`config.mk`:
```
export PLATFORM = sky130hd
export DESIGN_NAME = memory
export DESIGN_NICKNAME = d
export VERILOG_FILES = /design/src/rtl/memory.sv
export SDC_FILE = /design/constraint.sdc
export NUM_CORES = 1
export LEC_CHECK = 0
export ABC_CLOCK_PERIOD_IN_PS = 1310
export BUFFER_PORTS_ARGS = -buffer_cell sky130_fd_sc_hd__buf_2
export CORE_AREA = 2 2 66 93
export DETAILED_ROUTE_END_ITERATION = 12
export DIE_AREA = 0 0 68 95
export PLACE_DENSITY_LB_ADDON = 0.12
export REMOVE_ABC_BUFFERS = 1
export SLEW_MARGIN = 10
export SYNTH_ARGS = -nofsm -noshare
export SYNTH_HDL_FRONTEND = slang
export SYNTH_SLANG_ARGS = --single-unit
```
`constraint.sdc`:
```
create_clock -name clock -period 1.31 [get_ports clock]
set_input_delay 0.131 -clock clock [delete_from_list [all_inputs] [get_ports clock]]
set_output_delay 0.131 -clock clock [all_outputs]
set_load 0.005 [all_outputs]
```
`src/rtl/memory.sv`:
```
`default_nettype none
//==============================================================================
// Module   : memory
// Purpose  : Small register-file memory of CELL_COUNT 8-bit cells with one
//            synchronous write port and one combinational (zero-latency) read
//            port. Out-of-range writes are dropped and out-of-range reads
//            return 8'h00. An asynchronous reset clears every cell.
//
// Parameters
//   CELL_COUNT    : number of 8-bit cells, legal range 1..256 (default 4)
//
// Ports
//   clock         : in  1  rising-edge clock
//   reset         : in  1  asynchronous active-high reset, clears all cells
//   read_address  : in  8  cell index for the read port
//   write_address : in  8  cell index for the write port
//   write_data    : in  8  data stored on a write
//   write_enable  : in  1  write strobe, sampled on rising clock
//   read_data     : out 8  contents of cell[read_address], or 8'h00
//
// Build option
//   MEMORY_WRITE_BYPASS_EN : when defined, a same-address read during an
//                            enabled in-range write returns write_data
//                            combinationally (write-through).
//
// Revision : 1.0  initial release
//==============================================================================
module memory #(
   parameter int CELL_COUNT = 4
) (
   input  logic       clock,
   input  logic       reset,
   input  logic [7:0] read_address,
   input  logic [7:0] write_address,
   input  logic [7:0] write_data,
   input  logic       write_enable,
   output logic [7:0] read_data
);

   // Storage: one 8-bit register per cell.
   logic [7:0] r_cells [CELL_COUNT];

   // Combinational read result before the optional bypass override.
   logic [7:0] w_stored_data;

   //---------------------------------------------------------------------------
   // Write port. Each cell compares its own index against write_address, so an
   // address at or above CELL_COUNT matches no cell and the write is dropped
   // without any wrap-around. At most one cell can match per edge.
   //---------------------------------------------------------------------------
   always_ff @(posedge clock or posedge reset) begin
      if (reset) begin
         for (int i = 0; i < CELL_COUNT; i++) begin
            r_cells[i] <= 8'h00;
         end
      end else if (write_enable) begin
         for (int i = 0; i < CELL_COUNT; i++) begin
            if (write_address == 8'(i)) begin
               r_cells[i] <= write_data;
            end
         end
      end
   end

   //---------------------------------------------------------------------------
   // Read port. Default of 8'h00 covers out-of-range addresses.
   //---------------------------------------------------------------------------
   always_comb begin
      w_stored_data = 8'h00;
      for (int i = 0; i < CELL_COUNT; i++) begin
         if (read_address == 8'(i)) begin
            w_stored_data = r_cells[i];
         end
      end
   end

`ifdef MEMORY_WRITE_BYPASS_EN
   // Write-through: forward write_data when the read hits the cell being
   // written this cycle. The range check keeps out-of-range writes from
   // leaking onto an out-of-range read (which must stay 8'h00).
   logic w_write_in_range;

   always_comb begin
      w_write_in_range = 1'b0;
      for (int i = 0; i < CELL_COUNT; i++) begin
         if (write_address == 8'(i)) begin
            w_write_in_range = 1'b1;
         end
      end
   end

   always_comb begin
      read_data = w_stored_data;
      if (write_enable && !reset && w_write_in_range &&
          (read_address == write_address)) begin
         read_data = write_data;
      end
   end
`else
   assign read_data = w_stored_data;
`endif

endmodule
`default_nettype wire

```
Word-level counts from Yosys, hierarchy flattened
Index checks and enable logic that the tools add are counted.

cells by class
  multiplexer cells = 4
  eq/ne operators = 6
  reduce and logical (&&, ||, !) cells = 6

operator list
  operator            number
  $eq 8x2->1 const B  4
  $mux 8              4
  $eq 8x1->1 const B  2
  $logic_not 8->1     2
  $reduce_and 2->1    4

word-level totals
  logic and storage cells = 20
  register bits after elaboration = 32
  bits of input ports = 27

Depth between registers and ports, before layout
Gate-level depths: netlist of the first run.

  word-level depth = 5
  gate-level depth with buffers = 4
  depth with buffers taken out = 3

Worst setup path before layout of the first run
OpenSTA, ideal clock, no wires.

  kind = in2reg
  from = input write_address[5]
  to = register r_cells[24] (netlist bit)
  arrival time = 1199 ps
  setup slack = -14 ps
  cell stages on the path = 4
  data required time = 1185 ps
  path through = nor4_4 and4bb_2 buf_6 mux2_2

on the way
  cells in the longest elaborated chain, start to end = 2

ends and longest elaborated chain
  what                             line  text
  from (decl)                      34    input logic [7:0] write_address,
  $logic_not 8->1                  58    if (write_address == 8'(i)) begin
  $reduce_and 2->1 (no line)       -
  to (signal, indexed assignment)  59    r_cells[i] <= write_data;
  to (decl)                        41    logic [7:0] r_cells [CELL_COUNT];

Every way passes these cells.
A chain may end at the register's enable or synchronous reset.

Worst setup path in the final report of the first run
  from = register r_cells[0] (netlist bit)
  to = output read_data[0]

on the way
  cells in the longest elaborated chain, start to end = 1

ends and longest elaborated chain
  what       line  text
  $mux 8     71    if (read_address == 8'(i)) begin
  to (decl)  37    output logic [7:0] read_data

Every way passes these cells.

==> impl_results.md, run 1 <==
* Core footprint at about 5700 µm²
* CTS buffer count at 5
* Min-Delay Path Class: primary input to register
* Slew Limit Fails at 0
* Hold path start: write_data[1]
* Max rail drop VDD at about 0.53 mV
* PD cells at about 1000 nW/µm²
* Final GP Congestion at 0.6823
* Crit end category: primary output
* Total GRT Usage at between 10% and 20%
* CP Class: register to primary output
* Pleak at ~1.1 nW
* Final period util at 118.0%
* Min Tclk post-route at roughly 1.5 ns
* Pin count of the biggest net entering global routing at 33
* Die W at between 60 and 70 µm
* DR pass1 iterations at 2
* Flops & latches, synth at 32
* Syn-to-layout area delta at 35.92%
* Hpwl dp at around 2600 µm
* Synth warn at 0
* Register area share after synthesis at 52.85%
* Die height at ~95 µm
* First-pass GRT wire length at 5678 µm
* Worst-case clock buffer depth at 2
* Hold Path Stages at 2
* Fin cells at between 200 and 250
* # DRC at 0
* Status: finished with violations
* Wirelength per Cell at roughly 17 µm
* WP data arrival at about 1.4 ns
* Core Util, Final at a little over a third
* Syn Inst Count at 92
* Post-route setup slack at -0.2355 ns
* Grt ovf at 0
* Failing checks: setup timing
* WL final at about 3600 µm
* Clock latency at the later pin of the worst-skew pair at about 0.28 ns
* Ant diodes at 0
* CTS tree: built
* Vias in the first global route at around 1.1k
* Mapped cell area at roughly 1500 µm²
* Max-Cap Viols at 0
* Slew HR at between 70% and 80%
* Hold EP: r_cells[17]$_DFFE_PP0P_
* Multi-input gate area at 719.4 µm²
* # IOs at 35
* Critical path fanouts, max at 2
* Clk sinks at 32
* DR vias at 1017
* Largest registers: r_cells x32
* Row count at 33
* Dpl cells at roughly 210
* Max frequency at between 600 and 700 MHz
* Layout cells sized above 1 at between 70% and 80%
* Starting density of the core at 26.59%
* Via density at 4.687
* Die area at between 6000 and 7000 µm²
* H-tree depth at 2
* Max reg flops at 32
* Hold slack at around 0.13 ns
* Critical path data required time at about 1.2 ns
* Critical Path Source Type: register
* Final setup viols at 8
* Antenna violations before repair at 0
* Reg with most FFs: r_cells
* RSZ-0062 raised after global routing: true
* R2R depth at 3
* Fillers at 566
* Initial DRC Count at 9
* Layout Nets at ~170
* Worst r2r dst: r_cells[0]$_DFFE_PP0P_
* Avg Synthesized Cell Area at 16.47 µm²
* Worst clock skew at 0 ns
* Root Driver: clkbuf_8
* Final Hold Viols at 0
* Count of cell types in the netlist at 14
* Port buffer count at 34
* Worst-path clk slew at ~0.07 ns
* R2r setup slk at slightly above 0.3 ns
* Worst-Margin Slew at ~0.42 ns
* Post-DRT Antenna Nets at 0
* Seq. cell area at 800.8 µm²
* Worst R2R Start: r_cells[0]$_DFFE_PP0P_
-- through the flow --
step	cell area, µm²	setup TNS [ns]	setup WS (ns)	power [W]
2_1_floorplan	1494	-0.1801	-0.02251	0.001165
3_3_place_gp	1874	-2.518	-0.09215	0.001273
3_5_place_dp	1874	-3.014	-0.1202	0.001281
4_1_cts	2052	-1.725	-0.2269	0.002075
5_1_grt	2059	-2.023	-0.2716	0.002145
6_report	2059	-1.645	-0.2355	0.002050
-- cell usage after synthesis --
master    count  area share (%)
nand4b_2      2             2.0
dfrtp_1      32              53
nor2_1        1            0.25
buf_2         2            0.66
nand4_2       1            0.83
and3_1        8             3.3
mux4_2        8              12
nor3b_2       1            0.83
nor4_1        1            0.41
buf_6         1            0.74
inv_1         1            0.25
nor4_4        1             1.4
and4bb_2      1            0.83
mux2_2       32              24
-- report_power, final --
part           internal [W]  switching (W)  leakage, nW
sequential          0.00103      0.0000224        0.441
combinational      0.000117      0.0000911        0.573
clock              0.000419       0.000365       0.0510
-- layout make-up --
type                            instances  share of cell area [%]
Timing Repair Buffer                   50                   17.25
Clock buffer                            6                   4.010
Tap cell                               70                   4.253
Clock inverter                          2                  0.4860
Sequential cell                        32                   38.88
Inverter                                1                  0.1823
Multi-Input combinational cell         56                   34.93
-- critical path: stages, from the launching register on --
cell and delay (ns):
dfrtp_1 0.39, mux4_2 0.48, and3_4 0.17, buf_6 0.11
-- worst max-delay path by stage --
stage,end,startpoint,slack [ns]
after floorplan,r_cells[24]$_DFFE_PP0P_,write_address[5],-0.02
after global placement,r_cells[27]$_DFFE_PP0P_,write_address[5],-0.09
after detailed placement,r_cells[25]$_DFFE_PP0P_,write_address[5],-0.12
after CTS,read_data[4],r_cells[28]$_DFFE_PP0P_,-0.23
after global routing,read_data[0],r_cells[0]$_DFFE_PP0P_,-0.27
final,read_data[0],r_cells[0]$_DFFE_PP0P_,-0.24
-- routing by layer --
| layer | track usage (%) | vias to the layer above | wire [µm] |
|---|---|---|---|
| met2 | 21.44 | 28 | 1917 |
| met5 | 0 | - | 0 |
| met3 | 2.503 | 5 | 155 |
| met4 | 5.500 | 0 | 70 |
| li1 | - | 462 | - |
| met1 | 14.65 | 522 | 1487 |
-- layout by cell type, fill, tap and decap left out, drive strengths merged --
cell and n:
inv 1, mux4 8, nand4 1, nor2 1, nor4 2, clkbuf 6
and3 8, buf 49, dlygate4sd3 1, nor3b 1, dfrtp 32, clkinv 2
mux2 32, and4bb 1, nand4b 2
-- cell families (layout without fill, tap and decap cells) --
kind of cell	after synthesis	count (layout)	synth area share [%]
mux	40	40	35.67
simple gates	16	16	9.826
flops	32	32	52.85
buf+inv	4	59	1.651
-- timing repair --
action / in CTS / in global routing
buffers inserted: 1 / 1
resized for setup: 12 / 0
pin swaps: 8 / 0
hold endpoints to repair: 32 / 0
endpoints found under the setup margin: 8 / 8
hold buffers: 1 / 0
Power figures use the tool's default switching activity.
==> inputs of run 2 (changes only) <==
Settings changed: REMOVE_ABC_BUFFERS 1 to unset, SKIP_CTS_REPAIR_TIMING set to 1.
==> run 2 against run 1 <==
The run still ends with setup timing left. Setup slack gained 0.0028 ns. Register-to-register slack gained 0.12 ns. Critical endpoint is now read_data[7]. Hold slack lost 0.0013 ns. Wire length shrank 3.1%. Critical path depth is the same. Final area grew 3.2%. Via count shrank 0.29%. Sequential cell count is the same. Non-clock buffer count grew 1. Core utilization grew 1.1 points. Cell count grew 0.46%.
==> impl_results.md, run 2 (synthesis gave the netlist of run 1 again) <==
* # DRC at 0
* Slew Limit Fails at 0
* Worst-path clk slew at approximately 0.07 ns
* Via density at about 4.7
* Layout Nets at 174
* Antenna violations before repair at 0
* Final GP Congestion at between 0.6 and 0.7
* CTS tree: built
* Pin count of the biggest net entering global routing at 33
* First-pass GRT wire length at between 5000 and 6000 µm
* Worst-case clock buffer depth at 2
* Starting density of the core at a little over a quarter
* Max-Cap Viols at 0
* Worst clock skew at 0 ns
* Crit end category: primary output
* Clock latency at the later pin of the worst-skew pair at between 0.2 and 0.3 ns
* Pleak at ~1.1 nW
* Worst-Margin Slew at between 0.4 and 0.5 ns
* DR pass1 iterations at 2
* WL final at roughly 3500 µm
* Critical path data required time at between 1 and 1.5 ns
* Status: finished with violations
* Fin Setup TNS at -1.670 ns
* Reg with most FFs: r_cells
* Syn-to-layout area delta at 40.21%
* WP data arrival at 1.41 ns
* Clk sinks at 32
* Slew HR at 72.19%
* Total GRT Usage at 12.19%
* Post-DRT Antenna Nets at 0
* Max rail drop VDD at roughly 0.64 mV
* Critical path fanouts, max at 2
* R2R depth at 2
* Hpwl dp at between 2000 and 2500 µm
* CP max-delay cell: mux4_2
* Max reg flops at 32
* Grt ovf at 0
* Critical Path Source Type: register
* Min Tclk post-route at 1.543 ns
* CTS buffer count at 5
* Core footprint at about 5700 µm²
* Initial DRC Count at 16
* Failing checks: setup timing
* Die W at 68 µm
* Port buffer count at 34
* Post-route setup slack at -0.2327 ns
* Core Util, Final at a little under two fifths
* Dpl cells at 205
* Largest registers: r_cells x32
* Layout cells sized above 1 at about three quarters
* Ant diodes at 0
* R2r setup slk at roughly 0.43 ns
* Wirelength per Cell at 16.15 µm
* Syn Nets at roughly 120
* H-tree depth at 2
* Row count at 33
* Min-Delay Path Class: primary input to register
* Final Hold Viols at 0
* Final setup viols at 8
* Commonest cells after routing, fill and taps aside: mux2_2, dfrtp_1, buf_2
* Pre-CTS setup slack at -0.1418 ns
* Hold Path Stages at 2
* CP Cell Sequence: mux4_2, and3_4, buf_6
* # IOs at 35
* Fin cells at ~220
* Die height at 95 µm
* Vias in the first global route at between 1k and 1.5k
* PD cells at about 1100 nW/µm²
* DR vias at approximately 1.0k
* Root Driver: clkbuf_8
* CP max stage delay at 0.45 ns
* Die area at around 6500 µm²
* RSZ-0062 raised after global routing: true
* Max frequency at 648.2 MHz
* Final period util at 117.8%
* CP Class: register to primary output
[run 2: critical path, delay by kind of cell, from the launching register on]
| family | cells | cell delay (ns) |
|---|---|---|
| and+or+nand+nor | 1 | 0.20 |
| DFF | 1 | 0.38 |
| muxes | 1 | 0.45 |
| buffers and inverters | 1 | 0.11 |
[run 2: final cells by class]
| cell class | instances | area, µm² |
|---|---|---|
| Sequential cell | 32 | 800.8 |
| Inverter | 1 | 3.754 |
| Clock inverter | 1 | 30.03 |
| Timing Repair Buffer | 51 | 381.6 |
| Tap cell | 70 | 87.58 |
| Clock buffer | 7 | 96.34 |
| Fill cell | 562 | 3573 |
| Multi-Input combinational cell | 56 | 724.4 |
[run 2: per-layer routing]
layer	part of all wire [%]	track usage [%]	routed length (µm)
met2	52	20.71	1822
met1	41	14.07	1454
met4	1.5	5.500	54
met3	5.3	3.099	188
met5	0	0	0
[run 2: worst paths after layout]
kind / endpoint / from
min: r_cells[20]$_DFFE_PP0P_ / write_data[4]
max reg2reg: r_cells[13]$_DFFE_PP0P_ / r_cells[13]$_DFFE_PP0P_
max: read_data[7] / r_cells[15]$_DFFE_PP0P_
min in group asynchronous: r_cells[13]$_DFFE_PP0P_ / reset
max in group asynchronous: r_cells[16]$_DFFE_PP0P_ / reset
min reg2reg: r_cells[9]$_DFFE_PP0P_ / r_cells[9]$_DFFE_PP0P_
[run 2: through the flow]
step	cell area, µm²	total power, W	hold WS, ns
2_1_floorplan	1515	0.001176	0.2472
3_3_place_gp	1879	0.001272	0.2361
3_5_place_dp	1879	0.001279	0.2488
4_1_cts	2006	0.002320	-0.05447
5_1_grt	2125	0.002396	0.1264
6_report	2125	0.002289	0.1296
[run 2: report_power, final]
group	leakage [nW]	total, W	switching [W]	internal (W)
Combinational	0.585	0.000211	0.0000900	0.000121
Sequential	0.441	0.00106	0.0000217	0.00104
Clock	0.0645	0.00102	0.000350	0.000671
Total	1.09	0.00229	0.000462	0.00183
